===== config.mk =====
export PLATFORM = sky130hd
export DESIGN_NAME = adapter_ppfifo_2_axi_stream_mc
export DESIGN_NICKNAME = d
export VERILOG_FILES = /design/src/rtl/adapter_ppfifo_2_axi_stream_mc.sv
export SDC_FILE = /design/constraint.sdc
export NUM_CORES = 1
export LEC_CHECK = 0
export BUFFER_PORTS_ARGS = -buffer_cell sky130_fd_sc_hd__buf_4
export CORE_MARGIN = 2
export CORE_UTILIZATION = 61
export CTS_BUF_LIST = sky130_fd_sc_hd__clkbuf_16
export DETAILED_ROUTE_END_ITERATION = 12
export GPL_TIMING_DRIVEN = 0
export PLACE_DENSITY_LB_ADDON = 0.05
export SYNTH_ARGS = -nofsm -noshare
export SYNTH_HDL_FRONTEND = slang
export SYNTH_SLANG_ARGS = --single-unit

===== constraint.sdc =====
create_clock -name i_axi_clk -period 11.69 [get_ports i_axi_clk]
set_input_delay 2.338 -clock i_axi_clk [delete_from_list [all_inputs] [get_ports i_axi_clk]]
set_output_delay 2.338 -clock i_axi_clk [all_outputs]
set_load 0.1 [all_outputs]

===== src/rtl/adapter_ppfifo_2_axi_stream_mc.sv =====
// Drains several ping-pong FIFO read ports onto one AXI Stream master.
// Channels are granted round-robin at block boundaries; a frame that spans
// blocks locks the grant to its channel until the frame's TLAST is pushed.
// Beats pass through a 2-entry skid buffer whose head drives the outputs,
// so the strobe never depends combinationally on i_axi_ready.
module adapter_ppfifo_2_axi_stream_mc #(
  parameter int unsigned DATA_WIDTH   = 32,
  parameter int unsigned STROBE_WIDTH = DATA_WIDTH / 8,
  parameter int unsigned USER_WIDTH   = 4,
  parameter int unsigned CHANNELS     = 2,
  parameter int unsigned CHANNEL_BITS = 1
) (
  input  logic                                      i_axi_clk,
  input  logic                                      rst,
  input  logic [CHANNELS-1:0]                       i_ppfifo_rdy,
  output logic [CHANNELS-1:0]                       o_ppfifo_act,
  input  logic [CHANNELS*24-1:0]                    i_ppfifo_size,
  input  logic [CHANNELS*(DATA_WIDTH+USER_WIDTH)-1:0] i_ppfifo_data,
  output logic [CHANNELS-1:0]                       o_ppfifo_stb,
  input  logic [23:0]                               i_total_out_size,
  input  logic [STROBE_WIDTH-1:0]                   i_last_keep,
  output logic                                      o_axi_valid,
  input  logic                                      i_axi_ready,
  output logic [DATA_WIDTH-1:0]                     o_axi_data,
  output logic [STROBE_WIDTH-1:0]                   o_axi_keep,
  output logic                                      o_axi_last,
  output logic [USER_WIDTH-1:0]                     o_axi_user,
  output logic [CHANNEL_BITS-1:0]                   o_axi_dest
);

  localparam int unsigned WordWidth = DATA_WIDTH + USER_WIDTH;

  typedef enum logic [1:0] {StIdle, StStream, StRelease} state_e;

  typedef struct packed {
    logic [DATA_WIDTH-1:0]   data;
    logic [USER_WIDTH-1:0]   user;
    logic [STROBE_WIDTH-1:0] keep;
    logic                    last;
    logic [CHANNEL_BITS-1:0] dest;
  } beat_t;

  state_e                  state_q, state_d;
  logic [CHANNELS-1:0]     act_q, act_d;
  logic [23:0]             size_q, size_d;
  logic [23:0]             count_q, count_d;
  logic [23:0]             frame_count_q, frame_count_d;
  logic [23:0]             frame_len_q, frame_len_d;
  logic [CHANNEL_BITS-1:0] last_grant_q, last_grant_d;
  logic [1:0]              occ_q, occ_d;
  beat_t                   ent0_q, ent0_d, ent1_q, ent1_d;

  logic                    grant_ok;
  logic [CHANNEL_BITS-1:0] grant_ch;
  logic [CHANNEL_BITS-1:0] cand;
  logic [WordWidth-1:0]    cur_word;
  logic                    stb_en;
  logic                    is_last;
  logic                    pop;
  beat_t                   push_beat;

  // Arbitration: locked frames wait on their own channel, otherwise round-robin.
  always_comb begin
    grant_ok = 1'b0;
    grant_ch = '0;
    cand     = '0;
    if (frame_count_q != 24'd0) begin
      grant_ok = i_ppfifo_rdy[last_grant_q] & ~act_q[last_grant_q];
      grant_ch = last_grant_q;
    end else begin
      // Walk from farthest to nearest so the nearest ready channel wins.
      for (int unsigned i = CHANNELS; i >= 1; i--) begin
        cand = CHANNEL_BITS'((32'(last_grant_q) + i) % CHANNELS);
        if (i_ppfifo_rdy[cand] && !act_q[cand]) begin
          grant_ok = 1'b1;
          grant_ch = cand;
        end
      end
    end
  end

  // Pop strobe and the beat it pushes into the skid buffer.
  always_comb begin
    cur_word = i_ppfifo_data[32'(last_grant_q) * WordWidth +: WordWidth];
    stb_en   = (state_q == StStream) && act_q[last_grant_q] &&
               ({1'b0, count_q} < {1'b0, size_q}) && (occ_q < 2'd2);
    if (frame_len_q == 24'd0) begin
      is_last = ({1'b0, count_q} + 25'd1) == {1'b0, size_q};
    end else begin
      is_last = ({1'b0, frame_count_q} + 25'd1) == {1'b0, frame_len_q};
    end
    push_beat.data = cur_word[DATA_WIDTH-1:0];
    push_beat.user = cur_word[WordWidth-1:DATA_WIDTH];
    push_beat.keep = is_last ? i_last_keep : '1;
    push_beat.last = is_last;
    push_beat.dest = last_grant_q;
    o_ppfifo_stb = '0;
    for (int unsigned c = 0; c < CHANNELS; c++) begin
      o_ppfifo_stb[c] = stb_en && (last_grant_q == CHANNEL_BITS'(c));
    end
  end

  // Channel FSM next state: grant, stream a block, release the activate.
  always_comb begin
    state_d       = state_q;
    act_d         = act_q;
    size_d        = size_q;
    count_d       = count_q;
    frame_count_d = frame_count_q;
    frame_len_d   = frame_len_q;
    last_grant_d  = last_grant_q;
    unique case (state_q)
      StIdle: begin
        if (grant_ok) begin
          act_d           = '0;
          act_d[grant_ch] = 1'b1;
          size_d          = i_ppfifo_size[32'(grant_ch) * 24 +: 24];
          count_d         = 24'd0;
          last_grant_d    = grant_ch;
          if (frame_count_q == 24'd0) frame_len_d = i_total_out_size;
          state_d         = StStream;
        end
      end
      StStream: begin
        if (stb_en) begin
          count_d       = count_q + 24'd1;
          frame_count_d = is_last ? 24'd0 : frame_count_q + 24'd1;
        end else if (count_q == size_q) begin
          act_d   = '0;
          state_d = StRelease;
        end
      end
      StRelease: state_d = StIdle;
      default:   state_d = StIdle;
    endcase
  end

  // Skid buffer next state: entry 0 is the head presented on the AXI outputs.
  always_comb begin
    pop    = (occ_q != 2'd0) && i_axi_ready;
    ent0_d = ent0_q;
    ent1_d = ent1_q;
    occ_d  = occ_q;
    unique case ({stb_en, pop})
      // Push and pop together only happen at occupancy 1.
      2'b11: ent0_d = push_beat;
      2'b10: begin
        if (occ_q == 2'd0) ent0_d = push_beat;
        else               ent1_d = push_beat;
        occ_d = occ_q + 2'd1;
      end
      2'b01: begin
        ent0_d = ent1_q;
        occ_d  = occ_q - 2'd1;
      end
      default: begin
      end
    endcase
  end

  // State registers with synchronous reset.
  always_ff @(posedge i_axi_clk) begin
    if (rst) begin
      state_q       <= StIdle;
      act_q         <= '0;
      size_q        <= 24'd0;
      count_q       <= 24'd0;
      frame_count_q <= 24'd0;
      frame_len_q   <= 24'd0;
      last_grant_q  <= CHANNEL_BITS'(CHANNELS - 1);
      occ_q         <= 2'd0;
      ent0_q        <= '0;
      ent1_q        <= '0;
    end else begin
      state_q       <= state_d;
      act_q         <= act_d;
      size_q        <= size_d;
      count_q       <= count_d;
      frame_count_q <= frame_count_d;
      frame_len_q   <= frame_len_d;
      last_grant_q  <= last_grant_d;
      occ_q         <= occ_d;
      ent0_q        <= ent0_d;
      ent1_q        <= ent1_d;
    end
  end

  assign o_ppfifo_act = act_q;
  assign o_axi_valid  = (occ_q != 2'd0);
  assign o_axi_data   = ent0_q.data;
  assign o_axi_keep   = ent0_q.keep;
  assign o_axi_last   = ent0_q.last;
  assign o_axi_user   = ent0_q.user;
  assign o_axi_dest   = ent0_q.dest;

endmodule


== After elaboration in Yosys (flattened, before gate mapping) ==
Cells that the tools add are included.

* Register bits: 187
* Input bits: 153
* Output and inout bits: 47
* Logic and storage cells: 118

* $add $sub $neg: 8
* Multipliers: 2
* Magnitude comparators: 7
* Equality and inequality tests: 12
* Shift operators: 2
* Muxes and demuxes: 37
* Bitwise operators: 4
* Reductions and logical operators: 28

{| class="wikitable"
|+ Operator list
! cell !! count
|-
| 42-bit one-hot mux with 3 select lines || 1
|-
| 24-bit two-way mux || 3
|-
| 72-bit by 8-bit indexed part select with 36-bit output || 1
|-
| 24-bit by 1-bit adder with 25-bit output, second input constant || 2
|-
| 25-bit by 24-bit equality test with 1-bit output || 2
|-
| 24-bit by 1-bit adder with 24-bit output, second input constant || 2
|-
| 24-bit zero test || 2
|-
| 24-bit one-hot mux with 2 select lines || 1
|-
| 48-bit by 7-bit indexed part select with 24-bit output || 1
|-
| 42-bit two-way mux || 1
|-
| 24-bit equality test || 1
|-
| 24-bit less-than comparator || 1
|-
| 24-bit nonzero test || 1
|-
| 1-bit two-way mux || 20
|-
| 2-bit two-way mux || 6
|-
| 2-bit one-hot mux with 2 select lines || 3
|-
| 1-bit logical AND || 9
|-
| 3-bit AND reduction || 3
|-
| 1-bit by 2-bit less-than comparator with 1-bit output, second input constant || 4
|-
| 2-bit != test, second input constant || 4
|-
| 2-bit AND reduction || 4
|-
| 2-bit nonzero test || 3
|-
| 1-bit by 4-bit multiplier with 5-bit output, second input constant || 1
|-
| 2-bit by 1-bit equality test with 1-bit output, second input constant || 2
|-
| other kinds (16) || 22
|}

== Logic depth before layout (Yosys ltp) ==
* Depth in word-level cells: 14
* Depth in mapped cells: 20
* Gate-level depth less buffers: 14

== Worst setup path after synthesis ==
Ideal clock, no wire load.

* Path type: reg-to-output
* Start point: register act_q[1], in the netlist o_ppfifo_act[1]
* End point: output o_ppfifo_stb[0]
* Arrival: 3.626 ns
* Required time: 9.352 ns
* Path slack: 5.726 ns
* Stages on the path, launching flop included: 11
* Buffers on the path: 3
* Cell sequence: dfxtp_1 > mux2i_1 > nor4_1 > o211ai_1 > a21o_1 > buf_2 > nor2_2 > inv_2 > clkbuf_1 > clkbuf_1 > nor2_1

* Longest elaborated chain between the ends: 6

{| class="wikitable"
|+ Ends and longest elaborated chain
! item !! RTL line !! source
|-
| from (decl) || 44 || <nowiki>logic [CHANNELS-1:0] act_q, act_d;</nowiki>
|-
| from (signal assigned) || 176 || <nowiki>act_q <= act_d;</nowiki>
|-
| 1-bit two-way mux (not written as such) (2 in a row) || 85 || <nowiki>stb_en = (state_q == StStream) && act_q[last_grant_q] &&</nowiki>
|-
| 1-bit logical AND (2 in a row) || 85 ||
|-
| 1-bit logical AND || 86 || <nowiki>({1'b0, count_q} < {1'b0, size_q}) && (occ_q < 2'd2);</nowiki>
|-
| 1-bit logical AND || 99 || <nowiki>o_ppfifo_stb[c] = stb_en && (last_grant_q == CHANNEL_BITS'(c));</nowiki>
|-
| to (decl) || 19 || <nowiki>output logic [CHANNELS-1:0] o_ppfifo_stb,</nowiki>
|}

Every way passes these cells. The select of a mux whose other input is x is not followed.

== Worst setup path after layout ==
* Start point: register size_q[21]
* End point: output o_ppfifo_stb[1]

* Longest elaborated chain between the ends: 4

{| class="wikitable"
|+ Ends and longest elaborated chain
! item !! RTL line !! source
|-
| from (decl) || 45 || <nowiki>logic [23:0] size_q, size_d;</nowiki>
|-
| from (signal assigned) || 177 || <nowiki>size_q <= size_d;</nowiki>
|-
| 24-bit less-than comparator || 86 ||
|-
| 1-bit logical AND || 85 ||
|-
| 1-bit logical AND || 86 ||
|-
| 1-bit logical AND || 99 ||
|}

Every way passes these cells.

==> results.yml <==
place:
  dp_hpwl_mm: 24.9
  gp_congestion: 0.941
  postPlaceCellArea_mm2: 0.0130
  port_buffers: 198
sta:
  finalSetupTns_ns: 0
  slew_violations: 0
  setup_viol: 0
  final_hold_viol_count: 0
  rsz0062_at_grt: "false"
  max_freq_mhz: 145
  period_minus_slack_ns: 6.88
  timing.final.crit_share: 0.589
  tightest_slew_ns: 1.09
  skew_ns: 0.00802
  relSlewSlack: 0.268
route:
  drt-pass1-iter-count: 7
  wirelength_mm: 33.5
  ant_nets: 0
  routedWlPerCell_um: 18.6
  drc: 0
  drtIter0Drc: 1011
  vias_per_cell: 6.17
  vias: 11100
global_routing:
  first_global_vias: 10600
  grt_max_degree: 21
  grt_antenna_before_repair: 0
  grt_use_total: 0.339
  grt_pass1_wl_mm: 53.8
  grt.overflow.total: 0
setup_path:
  path_common_cell: "clkbuf_1"
  path_class: "register to primary output"
  reg2reg_to: "o_axi_data[26]"
  reg2reg_depth: 17
  cpPeakStageDelay_ns: 0.64
  cp_num_buf_inv: 6
  startpoint_type: "register"
  worstSetupEndpointType: "primary output"
  path_cells: "inv_1 -> ha_1 -> nand4_1 -> nor4_1 -> o21a_1 -> clkbuf_1 -> nor2_2 -> inv_2 -> clkbuf_1 -> clkbuf_1 -> nor2_1 -> buf_4"
  required_ns: 9.35
  crit_slowest_cell: "clkbuf_1"
  rrSetupSlack_ns: 5.93
  cp_top_family: "buffers and inverters"
  crit_arrival_ns: 4.55
  worstPathMaxFanout: 10
  r2r_start: "size_q[21]"
finish:
  utilization: 0.756
  final_area_mm2: 0.0136
  fin_nets: 1739
  drive_gt1_frac: 0.202
  area_delta_synth_final_pct: 21.2
  diodes: 0
synthesis:
  syn_avg_cell_area_um2: 8.36
  yosys-top-cells-area: "dfxtp_1, mux2i_1, nor2_1, a211oi_1, ha_1"
  synth_commonest_cells: "dfxtp_1, nor2_1, mux2i_1, nand2_1, a211oi_1"
  synth_most_common_cell: "dfxtp_1"
  yosysTopAreaCell: "dfxtp_1"
  synth_edf_count: 0
  seq_area_frac_synth: 0.334
  syn-cell-area_mm2: 0.0112
  synth_warnings: 0
  ys.flop_type: "dfxtp_1"
  syn_inst: 1340
  synthArstFlopShare: 0
  syn_nets: 1522
  yosysUniqueCellTypes: 82
  yosysTopAreaCellShare: 0.334
  ys_ff_latch: 187
cts:
  tritoncts: "yes"
  root_buffer: "clkbuf_16"
  clk_latency_ns: 0.44
  cts_resized: 0
  numClockSinks: 187
  ctsHoldBuffers: 0
  cts_buffer_depth: 2
  h-tree-depth: 4
  post_cts_buffers: 0
  cts_buffers: 17
  cts.reportedPaths.clkPinSlew_ns: 0.08
floorplanning:
  die_h_um: 140
  die_width_um: 140
  fp.coreArea_mm2: 0.0180
  die_area_mm2: 0.0195
  initial_core_util: 0.624
  ios: 200
  num_rows: 49
power_and_ir_drop:
  pwr_density_cell_mw_per_mm2: 242
  p_leak_nw: 5.57
  ir_drop_v: 0.000171
min_path:
  hold_path_depth: 2
  hp-start: "ent1_q[0]"
  min_to: "ent1_q[0]"
  min_path_type: "register to register"
status:
  status: "finished clean"
flow_run:
  cap_violations: 0
## flip-flops by register name, indices dropped and copies added (netlist names), 4 cells and up
| signal | count |
|---|---|
| frame_len_q | 24 |
| ent1_q | 42 |
| o_axi_user | 4 |
| o_axi_keep | 4 |
| size_q | 24 |
| count_q | 24 |
| o_axi_data | 32 |
| frame_count_q | 24 |
## stage by stage
stage	total power [W]	hold slack (ns)	setup slack (ns)	cells
3_3_place_gp	0.00265	0.446	5.45	1767
4_1_cts	0.00326	0.461	5.02	1799
2_1_floorplan	0.00223	0.436	5.73	1340
3_5_place_dp	0.00268	0.451	5.50	1767
5_1_grt	0.00346	0.480	4.76	1799
6_report	0.00328	0.465	4.81	1799
## metal layers
metal  global-route usage  vias to the layer above  wire (um)
li1                     -                     5292          -
met1                0.446                     5232      14000
met2                0.547                      510      15600
met3               0.0902                       73       3250
met4                0.107                        0        766
met5                    0                        -          0
## layout make-up
type	instances	area, um^2
multi-input cells	997	6780
well taps	229	287
inverters	43	161
clock inverters	15	174
plain buffers	113	518
flip-flops and latches	187	3740
fillers	1379	4390
clock buffers	17	425
repair buffers	198	1490
## power breakdown
group / internal (W) / leakage (nW) / total, W / switching (W)
Sequential: 0.000781 / 1.52 / 0.000918 / 0.000138
Clock: 0.000290 / 0.285 / 0.000592 / 0.000302
Combinational: 0.000618 / 3.77 / 0.00177 / 0.00116
## worst register-to-register path: stages (launching register included)
cell      delay [ns]
dfxtp_1         0.42
inv_1           0.08
ha_1            0.30
nand4_1         0.15
nor4_1          0.63
o21a_1          0.22
clkbuf_1        0.46
nor2_2          0.19
inv_2           0.15
clkbuf_1        0.47
clkbuf_1        0.64
ha_1            0.26
clkbuf_1        0.29
clkbuf_1        0.46
clkbuf_1        0.48
o21ai_0         0.21
mux2i_1         0.16
nor2_1          0.05
## layout by cell type (no fill, tap or decap), types with 5 or more instances in the layout
| cell | instances |
|---|---|
| a211oi_1 | 69 |
| a211oi_2 | 5 |
| a21o_1 | 8 |
| a21oi_1 | 54 |
| a31oi_1 | 7 |
| and3_1 | 16 |
| and4_1 | 6 |
| buf_1 | 10 |
| buf_2 | 27 |
| buf_4 | 203 |
| clkbuf_1 | 66 |
| clkbuf_16 | 17 |
| dfxtp_1 | 187 |
| ha_1 | 29 |
| inv_1 | 42 |
| mux2i_1 | 124 |
| nand2_1 | 82 |
| nand3_1 | 47 |
| nand4_1 | 37 |
| nand4_2 | 5 |
| nor2_1 | 163 |
| nor2b_1 | 18 |
| nor3_1 | 19 |
| nor3b_1 | 9 |
| nor4_1 | 23 |
| nor4b_1 | 6 |
| o211ai_1 | 20 |
| o21ai_0 | 66 |
| or3_1 | 19 |
| or4_1 | 12 |
| xnor2_1 | 36 |
| xor2_1 | 26 |
## worst max path at each step
stage / start / end / slack [ns] / cells after the start
floorplan: o_ppfifo_act[1] / o_ppfifo_stb[0] / 5.73 / 10
detailed placement: size_q[14] / o_ppfifo_stb[1] / 5.50 / 12
finish: size_q[21] / o_ppfifo_stb[1] / 4.81 / 12
global placement: size_q[21] / o_ppfifo_stb[1] / 5.45 / 12
CTS: size_q[21] / o_ppfifo_stb[1] / 5.02 / 12
global route: size_q[14] / o_ppfifo_stb[1] / 4.76 / 12
## cells by family after synthesis
kind of cell	synth area share
and+or+nand+nor	0.240
buffers and inverters	0.0606
muxes	0.111
DFF	0.334
adders and majority gates	0.0324
xor gates and xnor gates	0.0485
AOI/OAI and AO/OA	0.174
(Power assumes the default switching activity.)
